--- src/rtl/jtframe_db9_joy.sv ---
// DB9 pad scanner: drives the shared select line through the 8-phase Mega Drive sequence and detects Atari/MD3/MD6 pads per port.
// Latency: joy_out/pad_type commit once per scan (IDLE_CYC + 8*PHASE_CYC cycles); pins see SYNC_STAGES of synchronisation.
// Backpressure: none; outputs hold the last committed scan, and scan_done pulses for one cycle on each update.
module jtframe_db9_joy #(
  parameter int NPORTS      = 2,
  parameter int PHASE_CYC   = 480,
  parameter int IDLE_CYC    = 96000,
  parameter int SYNC_STAGES = 2
)(
  input  logic                  clk,
  input  logic                  rst,
  input  logic [NPORTS-1:0]     db9_up,
  input  logic [NPORTS-1:0]     db9_down,
  input  logic [NPORTS-1:0]     db9_left,
  input  logic [NPORTS-1:0]     db9_right,
  input  logic [NPORTS-1:0]     db9_p6,
  input  logic [NPORTS-1:0]     db9_p9,
  input  logic [NPORTS-1:0]     force_atari,
  output logic                  db9_sel,
  output logic [12*NPORTS-1:0]  joy_out,
  output logic [2*NPORTS-1:0]   pad_type,
  output logic                  scan_done
);
  localparam int MAX_CYC = (IDLE_CYC > PHASE_CYC) ? IDLE_CYC : PHASE_CYC;
  localparam int CW      = $clog2(MAX_CYC + 1);
  localparam int PW      = 6 * NPORTS;

  typedef enum logic [3:0] {
    PH0, PH1, PH2, PH3, PH4, PH5, PH6, PH7, IDLE
  } state_t;

  state_t          state;
  logic [CW-1:0]   cnt;
  logic            last;
  logic [PW-1:0]   sync_q [SYNC_STAGES];

  logic [NPORTS-1:0] s_up, s_down, s_left, s_right, s_p6, s_p9;
  logic [NPORTS-1:0] sh_u, sh_d, sh_l, sh_r, sh_a, sh_b, sh_c, sh_st;
  logic [NPORTS-1:0] sh_x, sh_y, sh_z, sh_mode, md_id, six_id;

  // Pins idle high, so the synchroniser resets to the "nothing pressed" level
  always_ff @(posedge clk) begin
    if (rst) begin
      for (int i = 0; i < SYNC_STAGES; i++) sync_q[i] <= '1;
    end else begin
      sync_q[0] <= {db9_p9, db9_p6, db9_up, db9_down, db9_left, db9_right};
      for (int i = 1; i < SYNC_STAGES; i++) sync_q[i] <= sync_q[i-1];
    end
  end

  assign s_right = sync_q[SYNC_STAGES-1][0*NPORTS +: NPORTS];
  assign s_left  = sync_q[SYNC_STAGES-1][1*NPORTS +: NPORTS];
  assign s_down  = sync_q[SYNC_STAGES-1][2*NPORTS +: NPORTS];
  assign s_up    = sync_q[SYNC_STAGES-1][3*NPORTS +: NPORTS];
  assign s_p6    = sync_q[SYNC_STAGES-1][4*NPORTS +: NPORTS];
  assign s_p9    = sync_q[SYNC_STAGES-1][5*NPORTS +: NPORTS];

  assign last = (state == IDLE) ? (cnt == CW'(IDLE_CYC - 1)) : (cnt == CW'(PHASE_CYC - 1));

  always_ff @(posedge clk) begin
    if (rst) begin
      state     <= IDLE;
      cnt       <= '0;
      db9_sel   <= 1'b1;
      joy_out   <= '1;
      pad_type  <= '0;
      scan_done <= 1'b0;
      sh_u <= '1; sh_d <= '1; sh_l <= '1; sh_r <= '1;
      sh_a <= '1; sh_b <= '1; sh_c <= '1; sh_st <= '1;
      sh_x <= '1; sh_y <= '1; sh_z <= '1; sh_mode <= '1;
      md_id  <= '0;
      six_id <= '0;
    end else begin
      scan_done <= 1'b0;
      if (!last) begin
        cnt <= cnt + 1'b1;
      end else begin
        cnt <= '0;
        // Select is high in even phases, so the next phase is even exactly when this one is odd
        case (state)
          IDLE:    begin state <= PH0;  db9_sel <= 1'b1; end
          PH7:     begin state <= IDLE; db9_sel <= 1'b1; scan_done <= 1'b1; end
          default: begin state <= state_t'(state + 4'd1); db9_sel <= state[0]; end
        endcase

        case (state)
          PH0: begin
            sh_u <= s_up; sh_d <= s_down; sh_l <= s_left; sh_r <= s_right;
            sh_b <= s_p6; sh_c <= s_p9;
          end
          PH1: begin
            md_id <= ~s_left & ~s_right;
            sh_a  <= s_p6;
            sh_st <= s_p9;
          end
          PH5: six_id <= ~(s_up | s_down | s_left | s_right);
          PH6: begin
            sh_z <= s_up; sh_y <= s_down; sh_x <= s_left; sh_mode <= s_right;
          end
          default: ;
        endcase

        if (state == PH7) begin
          for (int p = 0; p < NPORTS; p++) begin
            if (force_atari[p] || !md_id[p]) begin
              pad_type[2*p +: 2] <= 2'b00;
              joy_out[12*p +: 12] <= {6'h3F, sh_c[p], sh_b[p], sh_u[p], sh_d[p], sh_l[p], sh_r[p]};
            end else if (!six_id[p]) begin
              pad_type[2*p +: 2] <= 2'b01;
              joy_out[12*p +: 12] <= {1'b1, sh_st[p], 3'b111, sh_c[p], sh_b[p], sh_a[p],
                                      sh_u[p], sh_d[p], sh_l[p], sh_r[p]};
            end else begin
              pad_type[2*p +: 2] <= 2'b10;
              joy_out[12*p +: 12] <= {sh_mode[p], sh_st[p], sh_z[p], sh_y[p], sh_x[p],
                                      sh_c[p], sh_b[p], sh_a[p],
                                      sh_u[p], sh_d[p], sh_l[p], sh_r[p]};
            end
          end
        end
      end
    end
  end

endmodule

--- config.mk ---
export PLATFORM = sky130hd
export DESIGN_NAME = jtframe_db9_joy
export DESIGN_NICKNAME = d
export VERILOG_FILES = /design/src/rtl/jtframe_db9_joy.sv
export SDC_FILE = /design/constraint.sdc
export NUM_CORES = 1
export LEC_CHECK = 0
export ABC_AREA = 1
export ABC_CLOCK_PERIOD_IN_PS = 2300
export CORE_ASPECT_RATIO = 0.5
export CORE_MARGIN = 2
export CORE_UTILIZATION = 55
export CTS_BUF_LIST = sky130_fd_sc_hd__clkbuf_8
export DETAILED_ROUTE_END_ITERATION = 8
export HOLD_SLACK_MARGIN = 0.1
export PLACE_DENSITY = 0.76
export RECOVER_POWER = 100
export SLEW_MARGIN = 15
export SYNTH_ARGS = -nofsm -noshare
export SYNTH_HDL_FRONTEND = slang
export SYNTH_SLANG_ARGS = --single-unit
--- constraint.sdc ---
create_clock -name clk -period 2.3 [get_ports clk]
set_clock_uncertainty 0.1 [all_clocks]
set_input_delay 0.46 -clock clk [delete_from_list [all_inputs] [get_ports clk]]
set_output_delay 0.46 -clock clk [all_outputs]
set_load 0.02 [all_outputs]
# After elaboration in Yosys (flattened, before gate mapping)
# Memory sizes are Yosys's and may differ from the RTL's.
# Index checks and enable logic that the tools add are counted.
# totals
ff_bits	79
mem_bits_rw	24
inputBits	16
elab_cells	70
memories	1
# op_classes
n_addsub	2
n_eq_ne	7
muxes	17
bitwise	10
reduce_logical	13
# mem_list
memory	words	word_bits	rd	rd_ports_with_merged_regs	write_ports	line	source
sync_q	2	12	2	0	2	35	logic [PW-1:0] sync_q [SYNC_STAGES];
# ops
op	count
two-way mux 12 bit	6
adder 17 x 1 -> 17 bit, second input constant	1
== test 17 bit, second input constant	1
== test 17 x 9 -> 1 bit, second input constant	1
== test 4 x 3 -> 1 bit, second input constant	3
AND reduction 2 bit	5
two-way mux 2 bit	4
case mux 4 bit (2 select lines)	1
two-way mux 1 bit	6
NOT 2 bit	3
OR 2 bit	3
OR reduction 2 bit	3
adder 4 x 1 -> 4 bit, second input constant	1
== test 4 x 1 -> 1 bit, second input constant	1
== test 4 bit, second input constant	1
logical NOT 4 bit	1
bitwise AND 2 bit	1
logical NOT 1 bit	2
logical OR 1 bit	2
OR 1 bit	2
NOT 1 bit	1

# Longest topological paths before layout
# Gate-level depths: netlist (run 1).
# depth
depth_word	4
mapped_depth	12
depth_no_buf	11

# Least setup slack after synthesis (run 1)
# No wires, ideal clock.
# synth_path
kind	register to register
start	register state[0]
end	register sh_b[1]
setup_ns	0.134
arrival_time_ns	1.587
t_required_ns	2.066
setup_slack_ns	0.480
stages_incl_launch_ff	12
period_less_slack_ns	1.820
cell_sequence	dfxtp_1 -> inv_1 -> ha_1 -> nand3_2 -> nand2_1 -> nand2_4 -> nand3_4 -> nor2_8 -> nand2_2 -> buf_6 -> nand2_1 -> nand3_1
# synth_via
elab_chain_cells	3
word_cells_on_any_way	4
classes_between	eq/ne: 1; mux: 1; reduce/logical: 2
# synth_lines
element	line	source
from (decl)	32	state_t state;
from (signal assigned)	83	default: begin state <= state_t'(state + 4'd1); db9_sel <= state[0]; end
== test 4 bit	58	assign last = (state == IDLE) ? (cnt == CW'(IDLE_CYC - 1)) : (cnt == CW'(PHASE_CYC - 1));
two-way mux 1 bit	58	
AND reduction 2 bit (no source line) (*)	--	
to (signal assigned)	89	sh_b <= s_p6; sh_c <= s_p9;
to (decl)	38	logic [NPORTS-1:0] sh_u, sh_d, sh_l, sh_r, sh_a, sh_b, sh_c, sh_st;
# Mark *: on every way between the ends. The rest lies on a longest branch, timed or not.
# A chain may end at the register's enable or synchronous reset.

# Final worst setup path (run 1)
# layout_path
start	register state[1]
end	register md_id[1]
# layout_via
elab_chain_cells	3
word_cells_on_any_way	4
classes_between	eq/ne: 2; mux: 1; reduce/logical: 1
# layout_lines
element	line	source
== test 4 bit	58	
two-way mux 1 bit	58	
AND reduction 2 bit (no source line) (*)	--	
to (signal assigned)	92	md_id <= ~s_left & ~s_right;
to (decl)	39	logic [NPORTS-1:0] sh_x, sh_y, sh_z, sh_mode, md_id, six_id;
# Marks and branches as above.

==> results of run 1 <==
==> cell usage after synthesis (all sizes together) (7+ instances only) <==
library cell,count,area [um2]
nand2,122,475
nand3,116,598
dfxtp,103,2060
nor2,63,270
inv,38,143
or2,32,200
nor3,15,75.1
buf,12,87.6
clkbuf,11,41.3
nand4,11,75.1
xor2,9,78.8
o21ai,7,35.0
==> path summary, 6_finish.rpt <==
kind / from / end / slack, ns / depth (start not counted)
hold / removal: sync_q[0][9] / sync_q[0][21] / 0.32 / 1
setup / recovery: state[1] / md_id[1] / 0.17 / 12
setup reg to reg: state[1] / md_id[1] / 0.17 / 12
hold reg to reg: sync_q[0][9] / sync_q[0][21] / 0.32 / 1
==> metrics by stage <==
| step | std cells | utilization [%] | setup WS (ns) | area (um2) | hold WS (ns) |
|---|---|---|---|---|---|
| floorplan | 552 | - | 0.480 | 4250 | 0.289 |
| global placement | 683 | 64.9 | 0.298 | 4800 | 0.291 |
| detailed placement | 683 | 64.9 | 0.216 | 4800 | 0.292 |
| CTS | 699 | 67.6 | 0.197 | 5010 | 0.316 |
| global route | 699 | 67.6 | 0.0169 | 5010 | 0.335 |
| finish | 699 | 67.6 | 0.167 | 5010 | 0.315 |
==> power by group through the flow <==
stage	Clock, uW	Sequential, uW	Combinational, uW
after global placement	0	1860	84.0
after detailed placement	0	1860	84.8
after floorplan	0	1850	46.6
after global routing	1270	1820	93.6
final	1160	1820	82.6
after CTS	1180	1820	84.9
==> what timing repair did <==
item                                   CTS  global route
gates resized for setup                  0             1
setup endpoints to repair                0             6
setup buffers                            0             0
endpoints found under the hold margin    0             0
==> per-layer routing <==
metal | part of all wire [%] | routed length, um | GRT usage [%] | vias to the layer above
met1 | 47 | 4060 | 28.6 | 1669
met5 | 0 | 0 | 0 | -
li1 | - | - | - | 1876
met2 | 47 | 4040 | 38.6 | 92
met3 | 5.1 | 439 | 6.31 | 14
met4 | 1.4 | 119 | 6.46 | 0
==> flip-flops by register name, summed over array words and instances (netlist names), 4 cells and up <==
register and count:
state 4, pad_type 4, sync_q 24, cnt 17
joy_out 24
==> cells by family (layout without fill, tap and decap cells) <==
family          Yosys count  after routing  share of synthesized area, %
compound gates           12             12                          1.47
xor+xnor                  9              9                          1.85
fa+ha+maj                 5              5                          1.47
buf+inv                  62            113                          6.48
flops                   103            103                          48.5
simple gates            361            361                          40.2
==> worst register-to-register path, cell delays in order, from the launching register on <==
cell and delay, ns:
dfxtp_1 0.37, inv_1 0.12, ha_1 0.20, nand2_1 0.10
nor2_4 0.16, nand2_1 0.11, nand2_4 0.12, nand3_4 0.10
nor2_8 0.24, buf_4 0.24, nand3_1 0.09, nand2_1 0.06
nor2_1 0.04
==> layout make-up <==
cell class | count | share of cell area, %
Sequential cell | 103 | 41.2
Multi-Input combinational cell | 387 | 38.3
Timing Repair Buffer | 58 | 11.1
Clock inverter | 6 | 1.35
Clock buffer | 10 | 2.75
Inverter | 39 | 2.92
Tap cell | 96 | 2.40
==> summary.md, run 1 <==
| Metric | Value |
|---|---|
| Row count | 22 |
| Antenna Cells | 0 |
| # H-tree levels | 3 |
| Max-slew violation count | 0 |
| Slowest stage delay, CP | between 0.3 and 0.4 ns |
| NetSw | 666 uW |
| RSZ-0062 raised after global routing | false |
| Core area | around 7400 um2 |
| First DRT Iteration DRCs | 299 |
| Layout Area Growth over Synthesis | 17.8% |
| GPL Wtd Cong | 0.906 |
| Status | complete, no violations |
| Part of the cycle the worst path needs | between 90% and 100% |
| Clock buffer depth | 2 |
| Top-level I/O count | 46 |
| Hold_buf cts | 0 |
| Clock Sinks | about 100 |
| Overall Power | 3060 uW |
| Slowest CP cell | dfxtp_1 |
| Number of synthesized register bits | approximately 100 |
| Dpl hpwl | around 6000 um |
| Max cap viols | 0 |
| Count of buffers from port buffering | between 40 and 50 |
| Sw Ratio | a little over a fifth |
| Number of global-route vias before repair | 3464 |
| Commonest non-fill, non-tap cells in the layout | nand2_1 (118), nand3_1 (114), dfxtp_1 (103) |
| Vias per inst | 5.22 |
| Most used DFF post-synth | dfxtp_1 |
| GR Overflow Total | 0 |
| Final Hold Fails | 0 |
| Crit path kind | flip-flop to flip-flop |
| Reg power frac | between 50% and 60% |
| Leading cell type in the layout, fill and taps excluded | nand2_1 |
| Leak | roughly 0.0021 uW |
| Die area | roughly 8500 um2 |
| Critical path startpoint category | flip-flop |
| Synth warn | 0 |
| Largest net degree at the start of global routing | 55 |
| Routed via count | 3651 |
| Data required time at the worst endpoint | 2.48 ns |
| Yosys cell types | 30 |
| CTS root buf | clkbuf_8 |
| Nets | 619 |
| Share of total power in the clock network | a little under two fifths |
| # fillers | 640 |
| Sequential element share of the synthesized area | 48.5% |
| Starting Density | between 50% and 60% |
| Cell repeated most along the worst path | nand2_1 |
| Synthesized instance count | about 550 |
| Crit path arrival time | 2.31 ns |
| Hold WC Path Type | flip-flop to flip-flop |
| Layout cell share with drive strength beyond 1 | around 12% |
| Max_slew headroom | roughly half |
| All-Layer GR Usage | a little under a quarter |
| Crit-path cells | inv_1, ha_1, nand2_1, nor2_4, nand2_1, nand2_4, nand3_4, nor2_8, buf_4, nand3_1, nand2_1, nor2_1 |
| Num CTS Buffers | 9 |
| DRC violations left | 0 |
| Syn avg cell area | slightly below 8 um2 |
| P_int | between 2000 and 2500 uW |
| Sum Neg Setup Slack | 0 ns |
| Routed Antenna Nets | 0 |
| Comb pwr share | 2.7% |
| Crit path max fanout | 17 |
| WP buf/inv | 2 |
| Mapped Area | 4250 um2 |
| Worst vdd ir | 0.393 mV |
| Worst-Skew Late Latency | between 0.3 and 0.4 ns |
| Worst-margin pin slew | between 0.7 and 0.8 ns |
| Detailed Route WL | a little under 9000 um |
| Pwr/cell area | between 600 and 700 nW/um2 |
| Initial DRT Pass Iterations | 5 |
| Syn nets | ~570 |
| Routed len/inst | about 12 um |
| CTS tree | built |
| EDFF count, synth | 0 |
| Delay-heaviest family, CP | simple AND/OR/NAND/NOR gates |
| Multi-input combinational cell area | ~1900 um2 |
| Clock slew at reported path FFs | ~0.10 ns |
| Fmax | between 0.4 and 0.5 GHz |
| Die span in x | roughly 130 um |
| Die height | between 60 and 70 um |
| FF+latch area | slightly above 2000 um2 |
| Post-synth ARST share | 0% |
| Antenna violations before repair | 0 |
| Fin crit period | ~2.1 ns |
| # setup viols final | 0 |
| Worst setup EP type | flip-flop |
| First-pass GRT wire length | approximately 15000 um |
No activity file was read; power rests on OpenSTA's default activity.
==> run 2: changes to the inputs <==
Settings changed: CTS_CLUSTER_SIZE set to 14.
==> results of run 2 <==
No change in the layout: final DEF, timing and power equal those of run 1.
==> run 3: changes to the inputs <==
Settings changed: CTS_CLUSTER_DIAMETER set to 120, PLACE_DENSITY 0.76 to unset, PLACE_DENSITY_LB_ADDON set to 0.2.
==> summary.md, run 3 (synthesis results as in run 1) <==
| Metric | Value |
|---|---|
| Status | complete, no violations |
| Commonest non-fill, non-tap cells in the layout | nand2_1 (117), nand3_1 (114), dfxtp_1 (102) |
| Crit path from | state[0] |
| Pre-CTS setup slack | between 0.15 and 0.2 ns |
| Critical path startpoint category | flip-flop |
| Final Util | roughly 68% |
| GPL Wtd Cong | a little under 0.9 |
| All-Layer GR Usage | 22.9% |
| R2R Path End | sh_r[0] |
| Part of the cycle the worst path needs | between 90% and 100% |
| Number of global-route vias before repair | 3549 |
| Detailed Route WL | 8770 um |
| Layout cell share with drive strength beyond 1 | around an eighth |
| Fmax | roughly 0.47 GHz |
| Routed via count | roughly 3.7k |
| Leading registers by flop count | joy_out x24, sync_q x24, cnt x17 |
| Vias per inst | between 5 and 6 |
| Routed len/inst | 12.5 um |
| Dpl hpwl | around 6300 um |
| Antenna Cells | 0 |
| Reg2reg path depth | 11 |
| Worst-Skew Late Latency | about 0.37 ns |
| Die area | 8490 um2 |
| # H-tree levels | 3 |
| Clock slew at reported path FFs | ~0.10 ns |
| Depth of the worst hold-timing path | 1 |
| Max cap viols | 0 |
| GR Overflow Total | 0 |
| CTS tree | built |
| FF-to-FF Start | state[0] |
| Initial DRT Pass Iterations | 4 |
| Nets | around 620 |
| Worst vdd ir | 0.420 mV |
| Crit path max fanout | 12 |
| Max_slew headroom | between 50% and 60% |
| Non-filler instance count after layout | 703 |
| Row count | 22 |
| Placed Instances | just under 700 |
| Final WS setup | between 0.15 and 0.2 ns |
| RSZ-0062 raised after global routing | false |
| Sum Neg Setup Slack | 0 ns |
| Hold WC Path Type | flip-flop to flip-flop |
| Pwr/cell area | ~620 nW/um2 |
| First DRT Iteration DRCs | between 200 and 300 |
| Fin crit period | 2.12 ns |
| Max-slew violation count | 0 |
| Worst setup EP type | flip-flop |
| Starting Density | 57.4% |
| Top-level I/O count | 46 |
| # setup viols final | 0 |
| Data required time at the worst endpoint | roughly 2.5 ns |
| Hold path startpoint | sync_q[0][6] |
| Layout Area Growth over Synthesis | 18.2% |
| DRC violations left | 0 |
| Leading cell type in the layout, fill and taps excluded | nand2_1 |
| First-pass GRT wire length | 15500 um |
| CTS root buf | clkbuf_8 |
| Overall Power | between 3000 and 4000 uW |
| Clock buffer depth | 2 |
| Die height | 66.2 um |
| Worst R2R Setup Slack | between 0.15 and 0.2 ns |
| Leak | between 0.002 and 0.0025 uW |
| Clock Sinks | about 100 |
| Crit path arrival time | about 2.3 ns |
| Die span in x | between 100 and 150 um |
| Crit path kind | flip-flop to flip-flop |
| Core area | between 7000 and 8000 um2 |
| Largest net degree at the start of global routing | 34 |
| Routed Antenna Nets | 0 |
| Count of buffers from port buffering | between 40 and 50 |
| Antenna violations before repair | 0 |
| Num CTS Buffers | 9 |
| Final Hold Fails | 0 |
| Worst-margin pin slew | around 0.60 ns |
| Worst Hold End | sync_q[0][18] |
==> run 3: per-layer routing <==
metal,vias up,routed length [um],global-route usage (%)
met3,16,374,5.91
li1,1883,-,-
met1,1704,4210,29.1
met4,0,109,7.01
met5,-,0,0
met2,73,4070,38.7
==> run 3: where the power goes <==
part,total (uW),leakage [uW],internal (uW),switching (uW)
clock network,1190,0.000107,550,641
registers,1820,0.000839,1810,11.8
logic,82.4,0.00119,42.8,39.6
==> run 3: area by class of cell <==
class | count | area, um2
tap | 96 | 120
timing repair buffer | 62 | 572
clock buffer | 10 | 138
fill | 660 | 2380
multi-input combinational | 387 | 1910
inverter | 39 | 146
sequential | 103 | 2060
clock inverter | 6 | 73.8
==> run 3: worst max-delay path by stage <==
stage                          end  cells past startpoint
after floorplan            sh_b[1]                     11
after global placement     sh_u[1]                     11
after detailed placement   sh_b[1]                     11
after CTS                 md_id[1]                     12
after global routing       db9_sel                     10
final                      sh_r[0]                     11
==> run 3: stage by stage <==
stage | cell area [um2] | hold WS [ns]
2_1_floorplan | 4250 | 0.289
3_3_place_gp | 4800 | 0.291
3_5_place_dp | 4800 | 0.294
4_1_cts | 5010 | 0.318
5_1_grt | 5020 | 0.328
6_report | 5020 | 0.315
==> run 3: worst max-delay path: stages (launching register included) <==
cell     delay [ns]
dfxtp_2        0.36
inv_1          0.11
ha_1           0.23
nand2_2        0.09
nor2_4         0.16
nand2_1        0.11
nand2_4        0.13
nand3_4        0.11
nor2_8         0.21
nand2_2        0.20
nand2_1        0.12
nand3_1        0.08
==> run 3: what timing repair did <==
item	4_1_cts	5_1_grt
setup endpoints to repair	0	14
hold buffers	0	0
gates resized for setup	0	2
setup buffers	0	3
